[config.mk]
export PLATFORM = sky130hd
export DESIGN_NAME = mixer_n
export DESIGN_NICKNAME = d
export VERILOG_FILES = /design/src/rtl/mixer_pkg.sv /design/src/rtl/mixer_sat.sv /design/src/rtl/mixer_n.sv
export SDC_FILE = /design/constraint.sdc
export NUM_CORES = 1
export LEC_CHECK = 0
export CAP_MARGIN = 20
export CORE_ASPECT_RATIO = 0.6
export CORE_UTILIZATION = 47
export CTS_BUF_LIST = sky130_fd_sc_hd__clkbuf_4
export DETAILED_ROUTE_END_ITERATION = 6
export HOLD_SLACK_MARGIN = 0.15
export PLACE_DENSITY = 0.67
export SLEW_MARGIN = 25
export SYNTH_ARGS = -nofsm -noshare
export SYNTH_HDL_FRONTEND = slang
export SYNTH_SLANG_ARGS = --single-unit
[constraint.sdc]
create_clock -name bclk -period 12.5 [get_ports bclk]
set_input_delay 2.5 -clock bclk [delete_from_list [all_inputs] [get_ports bclk]]
set_output_delay 2.5 -clock bclk [all_outputs]
set_load 0.005 [all_outputs]
[src/rtl/mixer_pkg.sv]
// Shared mixer types, Q-format constants and width/saturation helpers.
// Pure declarations, no timing; nothing here applies backpressure.
package mixer_pkg;

    localparam int DEF_BITSIZE = 16;
    localparam int SHIFT       = DEF_BITSIZE - 2;
    localparam int GAIN_ONE    = 2 ** SHIFT;

    typedef enum logic [1:0] {
        IDLE,
        MAC,
        DONE
    } state_t;

    function automatic int acc_width(input int bitsize, input int nch);
        return bitsize + 2 + $clog2(nch);
    endfunction

    function automatic int q_shift(input int bitsize);
        return bitsize - 2;
    endfunction

    // Clamp a sign-extended value into the signed range of 'width' bits.
    function automatic logic signed [63:0] sat_to(input logic signed [63:0] v, input int width);
        logic signed [63:0] hi;
        logic signed [63:0] lo;
        hi = (64'sd1 <<< (width - 1)) - 64'sd1;
        lo = -(64'sd1 <<< (width - 1));
        if (v > hi)
            return hi;
        else if (v < lo)
            return lo;
        else
            return v;
    endfunction

endpackage

[src/rtl/mixer_sat.sv]
// Combinational clamp or wrap from IN_W to OUT_W bits plus out-of-range flag.
// Zero latency; no flow control.
module mixer_sat
    import mixer_pkg::*;
#(
    parameter int IN_W     = 20,
    parameter int OUT_W    = 16,
    parameter int SATURATE = 1
) (
    input  logic signed [IN_W-1:0]  acc,
    output logic signed [OUT_W-1:0] y,
    output logic                    clip
);

    logic signed [63:0] acc_w;
    logic signed [63:0] sat_w;

    always_comb begin
        acc_w = 64'(acc);
        sat_w = sat_to(acc_w, OUT_W);
        clip  = (sat_w != acc_w);
        y     = (SATURATE != 0) ? sat_w[OUT_W-1:0] : acc[OUT_W-1:0];
    end

endmodule

[src/rtl/mixer_n.sv]
// N-channel weighted mixer, one MAC per bclk; out_valid NCH+1 cycles after frame start.
// No backpressure: a new frame start aborts any frame in progress and sets sticky overrun.
module mixer_n
    import mixer_pkg::*;
#(
    parameter int BITSIZE  = 16,
    parameter int NCH      = 4,
    parameter int SATURATE = 1
) (
    input  logic                       bclk,
    input  logic                       reset,
    input  logic                       lrclk,
    input  logic [NCH*BITSIZE-1:0]     in_bus,
    input  logic [NCH*BITSIZE-1:0]     gain_bus,
    input  logic [NCH-1:0]             mute,
    output logic signed [BITSIZE-1:0]  out,
    output logic                       out_valid,
    output logic                       clip,
    output logic                       busy,
    output logic                       overrun
);

    localparam int ACC_W  = acc_width(BITSIZE, NCH);
    localparam int SHF    = q_shift(BITSIZE);
    localparam int PROD_W = 2 * BITSIZE;
    localparam int WIDE_W = (PROD_W > ACC_W) ? PROD_W : ACC_W;
    localparam int IDX_W  = (NCH > 1) ? $clog2(NCH) : 1;
    localparam logic [IDX_W-1:0] LAST_IDX = IDX_W'(NCH - 1);

    state_t                     state_q, state_d;
    logic signed [ACC_W-1:0]    acc_q, acc_d;
    logic [IDX_W-1:0]           idx_q, idx_d;
    logic                       lrclk_d_q, lrclk_d_d;
    logic signed [BITSIZE-1:0]  in_s_q [NCH];
    logic signed [BITSIZE-1:0]  in_s_d [NCH];
    logic signed [BITSIZE-1:0]  gain_s_q [NCH];
    logic signed [BITSIZE-1:0]  gain_s_d [NCH];
    logic [NCH-1:0]             mute_s_q, mute_s_d;
    logic signed [BITSIZE-1:0]  out_q, out_d;
    logic                       out_valid_q, out_valid_d;
    logic                       clip_q, clip_d;
    logic                       busy_q, busy_d;
    logic                       overrun_q, overrun_d;

    logic                       frame_start;
    logic signed [BITSIZE-1:0]  cur_in;
    logic signed [BITSIZE-1:0]  cur_gain;
    logic signed [PROD_W-1:0]   prod;
    logic signed [WIDE_W-1:0]   prod_sh;
    logic signed [ACC_W-1:0]    term;
    logic signed [BITSIZE-1:0]  sat_y;
    logic                       sat_clip;

    mixer_sat #(
        .IN_W     (ACC_W),
        .OUT_W    (BITSIZE),
        .SATURATE (SATURATE)
    ) u_sat (
        .acc  (acc_q),
        .y    (sat_y),
        .clip (sat_clip)
    );

    // Full-width signed product, arithmetic shift floors the Q1 gain scaling.
    always_comb begin
        cur_in   = in_s_q[idx_q];
        cur_gain = gain_s_q[idx_q];
        prod     = cur_in * cur_gain;
        prod_sh  = WIDE_W'(prod) >>> SHF;
        term     = mute_s_q[idx_q] ? '0 : ACC_W'(prod_sh);
    end

    assign frame_start = lrclk & ~lrclk_d_q;

    always_comb begin
        state_d     = state_q;
        acc_d       = acc_q;
        idx_d       = idx_q;
        lrclk_d_d   = lrclk;
        in_s_d      = in_s_q;
        gain_s_d    = gain_s_q;
        mute_s_d    = mute_s_q;
        out_d       = out_q;
        out_valid_d = 1'b0;
        clip_d      = clip_q;
        busy_d      = busy_q;
        overrun_d   = overrun_q;

        if (frame_start) begin
            if (state_q != IDLE)
                overrun_d = 1'b1;
            state_d  = MAC;
            acc_d    = '0;
            idx_d    = '0;
            busy_d   = 1'b1;
            mute_s_d = mute;
            for (int k = 0; k < NCH; k++) begin
                in_s_d[k]   = in_bus[k*BITSIZE +: BITSIZE];
                gain_s_d[k] = gain_bus[k*BITSIZE +: BITSIZE];
            end
        end else begin
            case (state_q)
                MAC: begin
                    acc_d = acc_q + term;
                    idx_d = idx_q + IDX_W'(1);
                    if (idx_q == LAST_IDX) begin
                        idx_d   = '0;
                        state_d = DONE;
                    end
                end
                DONE: begin
                    out_d       = sat_y;
                    clip_d      = sat_clip;
                    out_valid_d = 1'b1;
                    busy_d      = 1'b0;
                    state_d     = IDLE;
                end
                default: ;
            endcase
        end
    end

    always_ff @(posedge bclk) begin
        if (reset) begin
            state_q     <= IDLE;
            acc_q       <= '0;
            idx_q       <= '0;
            lrclk_d_q   <= 1'b0;
            in_s_q      <= '{default: '0};
            gain_s_q    <= '{default: '0};
            mute_s_q    <= '0;
            out_q       <= '0;
            out_valid_q <= 1'b0;
            clip_q      <= 1'b0;
            busy_q      <= 1'b0;
            overrun_q   <= 1'b0;
        end else begin
            state_q     <= state_d;
            acc_q       <= acc_d;
            idx_q       <= idx_d;
            lrclk_d_q   <= lrclk_d_d;
            in_s_q      <= in_s_d;
            gain_s_q    <= gain_s_d;
            mute_s_q    <= mute_s_d;
            out_q       <= out_d;
            out_valid_q <= out_valid_d;
            clip_q      <= clip_d;
            busy_q      <= busy_d;
            overrun_q   <= overrun_d;
        end
    end

    assign out       = out_q;
    assign out_valid = out_valid_q;
    assign clip      = clip_q;
    assign busy      = busy_q;
    assign overrun   = overrun_q;

endmodule

# --- Yosys cells after proc, flatten, opt, wreduce, memory -nomap -nowiden ---
# Cells that the tools add are included.
op_classes:
  addsub: 2
  multipliers: 1
  order_cmp: 4
  eq_ne: 6
  muxes: 18
  n_bitwise: 4
  n_reduce_logical: 9
ops:
  columns: ["op", "n"]
  rows:
  - ["$mux 64", 2]
  - ["$bmux 16 s2", 2]
  - ["$mux 16", 4]
  - ["$ne 64x20->1", 1]
  - ["$mul 16x16->32", 1]
  - ["$add 20x20->20", 1]
  - ["$gt 20x16->1 const B", 1]
  - ["$lt 20x16->1 const B", 1]
  - ["$mux 20", 1]
  - ["$reduce_and 2->1", 4]
  - ["$reduce_bool 2->1", 3]
  - ["$mux 1", 5]
  - ["$eq 2x2->1 const B", 2]
  - ["$mux 2", 2]
  - ["$pmux 2 s2", 1]
  - ["$ge 3x3->1 const B", 1]
  - ["$lt 2x3->1 const B", 1]
  - ["$ne 3x3->1 const B", 1]
  - ["$not 2->3", 1]
  - ["$reduce_bool 3->1", 1]
  - ["$add 2x1->2 const B", 1]
  - ["$bmux 1 s2", 1]
  - ["$eq 2x1->1 const B", 1]
  - ["$ne 2x2->1 const B", 1]
  - ["3 further kinds", 4]
word_totals:
  ff_bits: 177

# --- Depth between registers and ports, before layout ---
depth:
  depth_word: 7
  depth_mapped: 37
  mapped_depth_nobuf: 34

# --- Hierarchy ---
# A second synthesis with hierarchy kept.
hier_totals:
  hier_cells: 1969
  hier_area_um2: 17270.3
by_module_without_submodules:
  columns: ["mod", "n_inst", "cells_per_inst", "area_each_um2"]
  rows:
  - ["mixer_n", 1, 1922, 17000.1]
  - ["mixer_sat", 1, 47, 270.3]

# --- Least setup slack after synthesis ---
# OpenSTA, ideal clock, no wires.
synth_timing:
  kind: "register to register"
  from: "register idx_q[0]"
  to: "register acc_q[17]"
  arrival_ps: 9301
  t_required_ps: 12429
  setup_slack_ps: 3128
  path_stages_with_launch: 35
  period_less_slack_ps: 9372
  path_cell_list: "dfxtp_1 > buf_6 > buf_1 > clkbuf_1 > mux4_2 > clkbuf_1 > nand2_1 > fa_1 > fa_1 > fa_1 > fa_1 > inv_1 > fa_1 > inv_1 > fa_1 > inv_1 > ha_1 > o21a_1 > o2111a_1 > a21boi_0 > a2111oi_0 > a21oi_1 > o21ai_0 > a21oi_1 > nor3_1 > nor3_1 > ha_1 > nand2_1 > or3_1 > o221ai_1 > o211ai_1 > a31oi_1 > nor3_1 > or4_1 > a21oi_1"
synth_between:
  elab_chain_cells: 7
  word_cells_on_any_way: 12
  classes_between: "1 x add/sub; 1 x mul; 9 x mux; 1 x bitwise"
synth_rtl:
  columns: ["element", "line_no", "rtl"]
  rows:
  - ["start: declaration", "mixer_n.sv:32", "logic [IDX_W-1:0] idx_q, idx_d;"]
  - ["start signal: assignment", "mixer_n.sv:140", "idx_q <= idx_d;"]
  - ["$not 2->3 (not written as such)", "mixer_n.sv:66, mixer_n.sv:67", null]
  - ["$bmux 16 s2 (on tied branches)", "mixer_n.sv:66, mixer_n.sv:67", null]
  - ["$mux 16 (on tied branches) (2 in series)", "mixer_n.sv:66, mixer_n.sv:67", null]
  - ["$mul 16x16->32", "mixer_n.sv:68", "prod = cur_in * cur_gain;"]
  - ["$mux 20 *", "mixer_n.sv:70", "term = mute_s_q[idx_q] ? '0 : ACC_W'(prod_sh);"]
  - ["$add 20x20->20 *", "mixer_n.sv:104", "acc_d = acc_q + term;"]
  - ["end signal: assignment", "mixer_n.sv:126", "acc_q <= '0;"]
  - ["end signal: assignment", "mixer_n.sv:139", "acc_q <= acc_d;"]
  - ["end: declaration", "mixer_n.sv:31", "logic signed [ACC_W-1:0] acc_q, acc_d;"]
# Every way passes the cells marked *; elsewhere a longest branch is shown, timed or not. The select of a mux whose other input is x is not followed.
# A chain may end at the register's enable or synchronous reset.

# --- Worst setup path in the final report ---
# Ends and elaborated chain as after synthesis.

==> impl_metrics.json <==
{
  "outcome": "finished, violations left",
  "violations": "DRC",
  "synth_area_leaders": "fa_1, dfxtp_1, nand2_1, ha_1, inv_1",
  "synth_flop_cell": "dfxtp_1",
  "synthAdderAreaFrac_pct": 37.24,
  "ant_nets": 0,
  "final_cell_mix": "nand2_1, inv_1, fa_1",
  "cts_tree": "yes",
  "grt_pass1_vias": 13911,
  "r2r_end": "acc_q[17]$_SDFFE_PP0P_",
  "ys_seq_elements": 177,
  "initial_utilization_pct": 47.81,
  "hold_buffers": 0,
  "gp_congestion": 0.8958,
  "antenna_found_initial": 0,
  "cp.required_ns": 13.06,
  "worst_pin_slew_ns": 0.9105,
  "synth_nets": 2495,
  "vias": 13875,
  "grt-ovfl-total": 0,
  "syn-cell-area_um2": 17380,
  "clock_latency_ns": 0.64,
  "clk_path_buf_depth": 2,
  "maxCapViolations": 0,
  "hold_viol_final": 0,
  "core_um2": 36350,
  "drive_gt1_share_pct": 4.296,
  "finalSetupTns_ns": 0,
  "grt_max_degree": 120,
  "track_usage_pct": 26.00,
  "crit_family": "adder cells",
  "layout_worst_path_cycle_share_pct": 80.84,
  "crit_start": "idx_q[0]$_SDFFE_PP0P_",
  "hp-class": "reg -> reg",
  "fp.dieArea_um2": 37780,
  "dr.first_iter.drc_count": 998,
  "synth.distinct_cells": 53,
  "synth_edf_count": 0,
  "synth_top_family_by_area": "adder cells",
  "wl_per_cell_um": 18.33,
  "final_common_cell": "nand2_1",
  "ctsResizeCount": 0,
  "crit_type": "reg -> reg",
  "cp-end-kind": "flip-flop",
  "cpMostUsedCell": "inv_1",
  "synth_simple_gate_area_share_pct": 17.74,
  "ys_warn_count": 0,
  "r2r_setup_slack_ns": 2.39,
  "dp_hpwl_um": 37660,
  "async_flop_share_pct": 0,
  "setup_viol": 0,
  "postSynthAreaPerCell_um2": 8.690,
  "reg2reg_depth": 35,
  "synth_cells": 2000,
  "vdd_drop_max_v": 0.00004743,
  "r2r-start": "idx_q[0]$_SDFFE_PP0P_",
  "synthMuxAreaShare_pct": 4.435,
  "syn2layout_area_growth_pct": 12.38,
  "final_nets": 2577,
  "fillerInstances": 3322,
  "rows": 54,
  "synth_xor_xnor_area_share_pct": 1.461,
  "synth-compound-area-share_pct": 9.762,
  "cpPeakStageDelay_ns": 0.87,
  "numClockSinks": 177,
  "numPortBuffers": 154,
  "finalCriticalPeriod_ns": 10.11,
  "p_per_area_nw_per_um2": 80.13,
  "slowest_stage": "dfxtp_2",
  "worst-path-stages": 35,
  "yosysTopAreaCellShare_pct": 30.18,
  "design_area_um2": 19530,
  "slew_violations": 0,
  "place_area_um2": 19220,
  "ios": 155,
  "die_y_um": 151.0,
  "slew_headroom_pct": 39.30,
  "cp.buffers_inverters": 8,
  "fin_skew_ns": 0.04096,
  "crit_end": "acc_q[17]$_SDFFE_PP0P_",
  "arrival_ns": 10.67,
  "p_leak_uw": 0.008871,
  "fmax_ghz": 0.09896,
  "startpoint_type": "flip-flop",
  "synth_area_leader_cell": "fa_1",
  "cts_setup_buffers": 0,
  "vias_per_cell": 5.395,
  "drcViolationCount": 2,
  "clk_pin_slew_worst_paths_ns": 0.17,
  "wirelength_um": 47160,
  "die_x_um": 250.3,
  "yosysSeqAreaShare_pct": 20.39,
  "cts_made_buffers": 17,
  "clock-root-buffer": "clkbuf_4",
  "rsz0062_at_grt": "no",
  "dr.pass1.iters": 7,
  "htree_num_levels": 4,
  "cp_max_fo": 23,
  "grt_pass1_wl_um": 75660
}
worst min-delay path: cells and delay by family (launching register included):
family,cells,cell delay [ns]
AND/OR/NAND/NOR,2,0.09
flip-flops,1,0.35
cells by family (layout without fill, tap and decap cells):
family	count (synthesis)	after routing
xor gates and xnor gates	29	29
AOI/OAI and AO/OA	300	300
adders and majority gates	360	360
other	0	1
DFF	177	177
and+or+nand+nor	683	683
muxes	38	38
buffers and inverters	413	508
cells in the mapped netlist, types with 4 or more instances:
library cell	number
a31oi_1	20
buf_1	11
nor2_1	39
mux2i_1	5
nand2b_1	25
a211oi_1	8
mux4_2	31
inv_1	312
and3_1	6
o211ai_1	7
nand2_1	435
o21bai_1	4
or2_2	6
and2_1	96
nor2b_1	22
nand3_1	10
nor4_1	4
o21ai_0	44
clkbuf_1	87
xor2_1	7
a21o_1	11
xnor2_1	22
ha_1	98
a21oi_1	179
fa_1	262
nand4_1	4
dfxtp_1	177
or3_1	10
nor3_1	16
o21a_1	7
sequential cells by signal (all words and copies together), names as in the netlist:
signal     count
clip           1
mute_s_q       4
lrclk_d_q      1
acc_q         20
idx_q          2
out           16
busy           1
in_s_q        64
out_valid      1
overrun        1
state_q        2
gain_s_q      64
area by class of cell:
type	count	area (um^2)	area share (%)
Antenna cell	1	2.502	0.01281
Inverter	312	1171	5.996
Timing Repair Buffer	164	1618	8.283
Clock buffer	17	127.6	0.6534
Sequential cell	177	3546	18.16
Multi-Input combinational cell	1410	12300	62.97
Tap cell	476	595.6	3.049
Clock inverter	15	171.4	0.8776
where the power goes:
| part | switching [uW] | total (uW) | internal [uW] | leakage, uW |
|---|---|---|---|---|
| combinational | 354 | 611 | 256 | 0.00727 |
| clock | 241 | 333 | 92.2 | 0.000156 |
| sequential | 26.2 | 621 | 595 | 0.00145 |
| total | 622 | 1570 | 943 | 0.00887 |
how the worst min path moves through the flow:
| stage | startpoint | end | slack, ns | cells after the start |
|---|---|---|---|---|
| global route | in_s_q[14]$_SDFFE_PP0P_ | in_s_q[14]$_SDFFE_PP0P_ | 0.48 | 2 |
| detailed placement | out[15]$_SDFFE_PP0P_ | out[15]$_SDFFE_PP0P_ | 0.44 | 2 |
| floorplan | gain_s_q[47]$_SDFFE_PP0P_ | gain_s_q[47]$_SDFFE_PP0P_ | 0.43 | 2 |
| finish | out[15]$_SDFFE_PP0P_ | out[15]$_SDFFE_PP0P_ | 0.46 | 2 |
| CTS | out[15]$_SDFFE_PP0P_ | out[15]$_SDFFE_PP0P_ | 0.46 | 2 |
| global placement | out[15]$_SDFFE_PP0P_ | out[15]$_SDFFE_PP0P_ | 0.43 | 2 |
through the flow:
stage	cells	power, uW	utilization (%)	hold slack [ns]	setup slack (ns)
2_1_floorplan	2000	1053	-	0.4329	3.128
3_3_place_gp	2539	1219	52.88	0.4333	2.659
3_5_place_dp	2539	1237	52.89	0.4364	2.430
4_1_cts	2571	1564	53.71	0.4628	2.411
5_1_grt	2571	1671	53.72	0.4812	1.802
6_report	2572	1565	53.73	0.4627	2.395
routing by layer:
layer / wire, um / global-route usage (%) / up-vias
met2: 18590 / 36.65 / 584
met1: 23260 / 40.00 / 6810
met4: 427 / 3.558 / 0
met5: 0 / 0 / -
li1: - / - / 6442
met3: 4875 / 7.304 / 39
No activity file was read; power rests on OpenSTA's default activity.
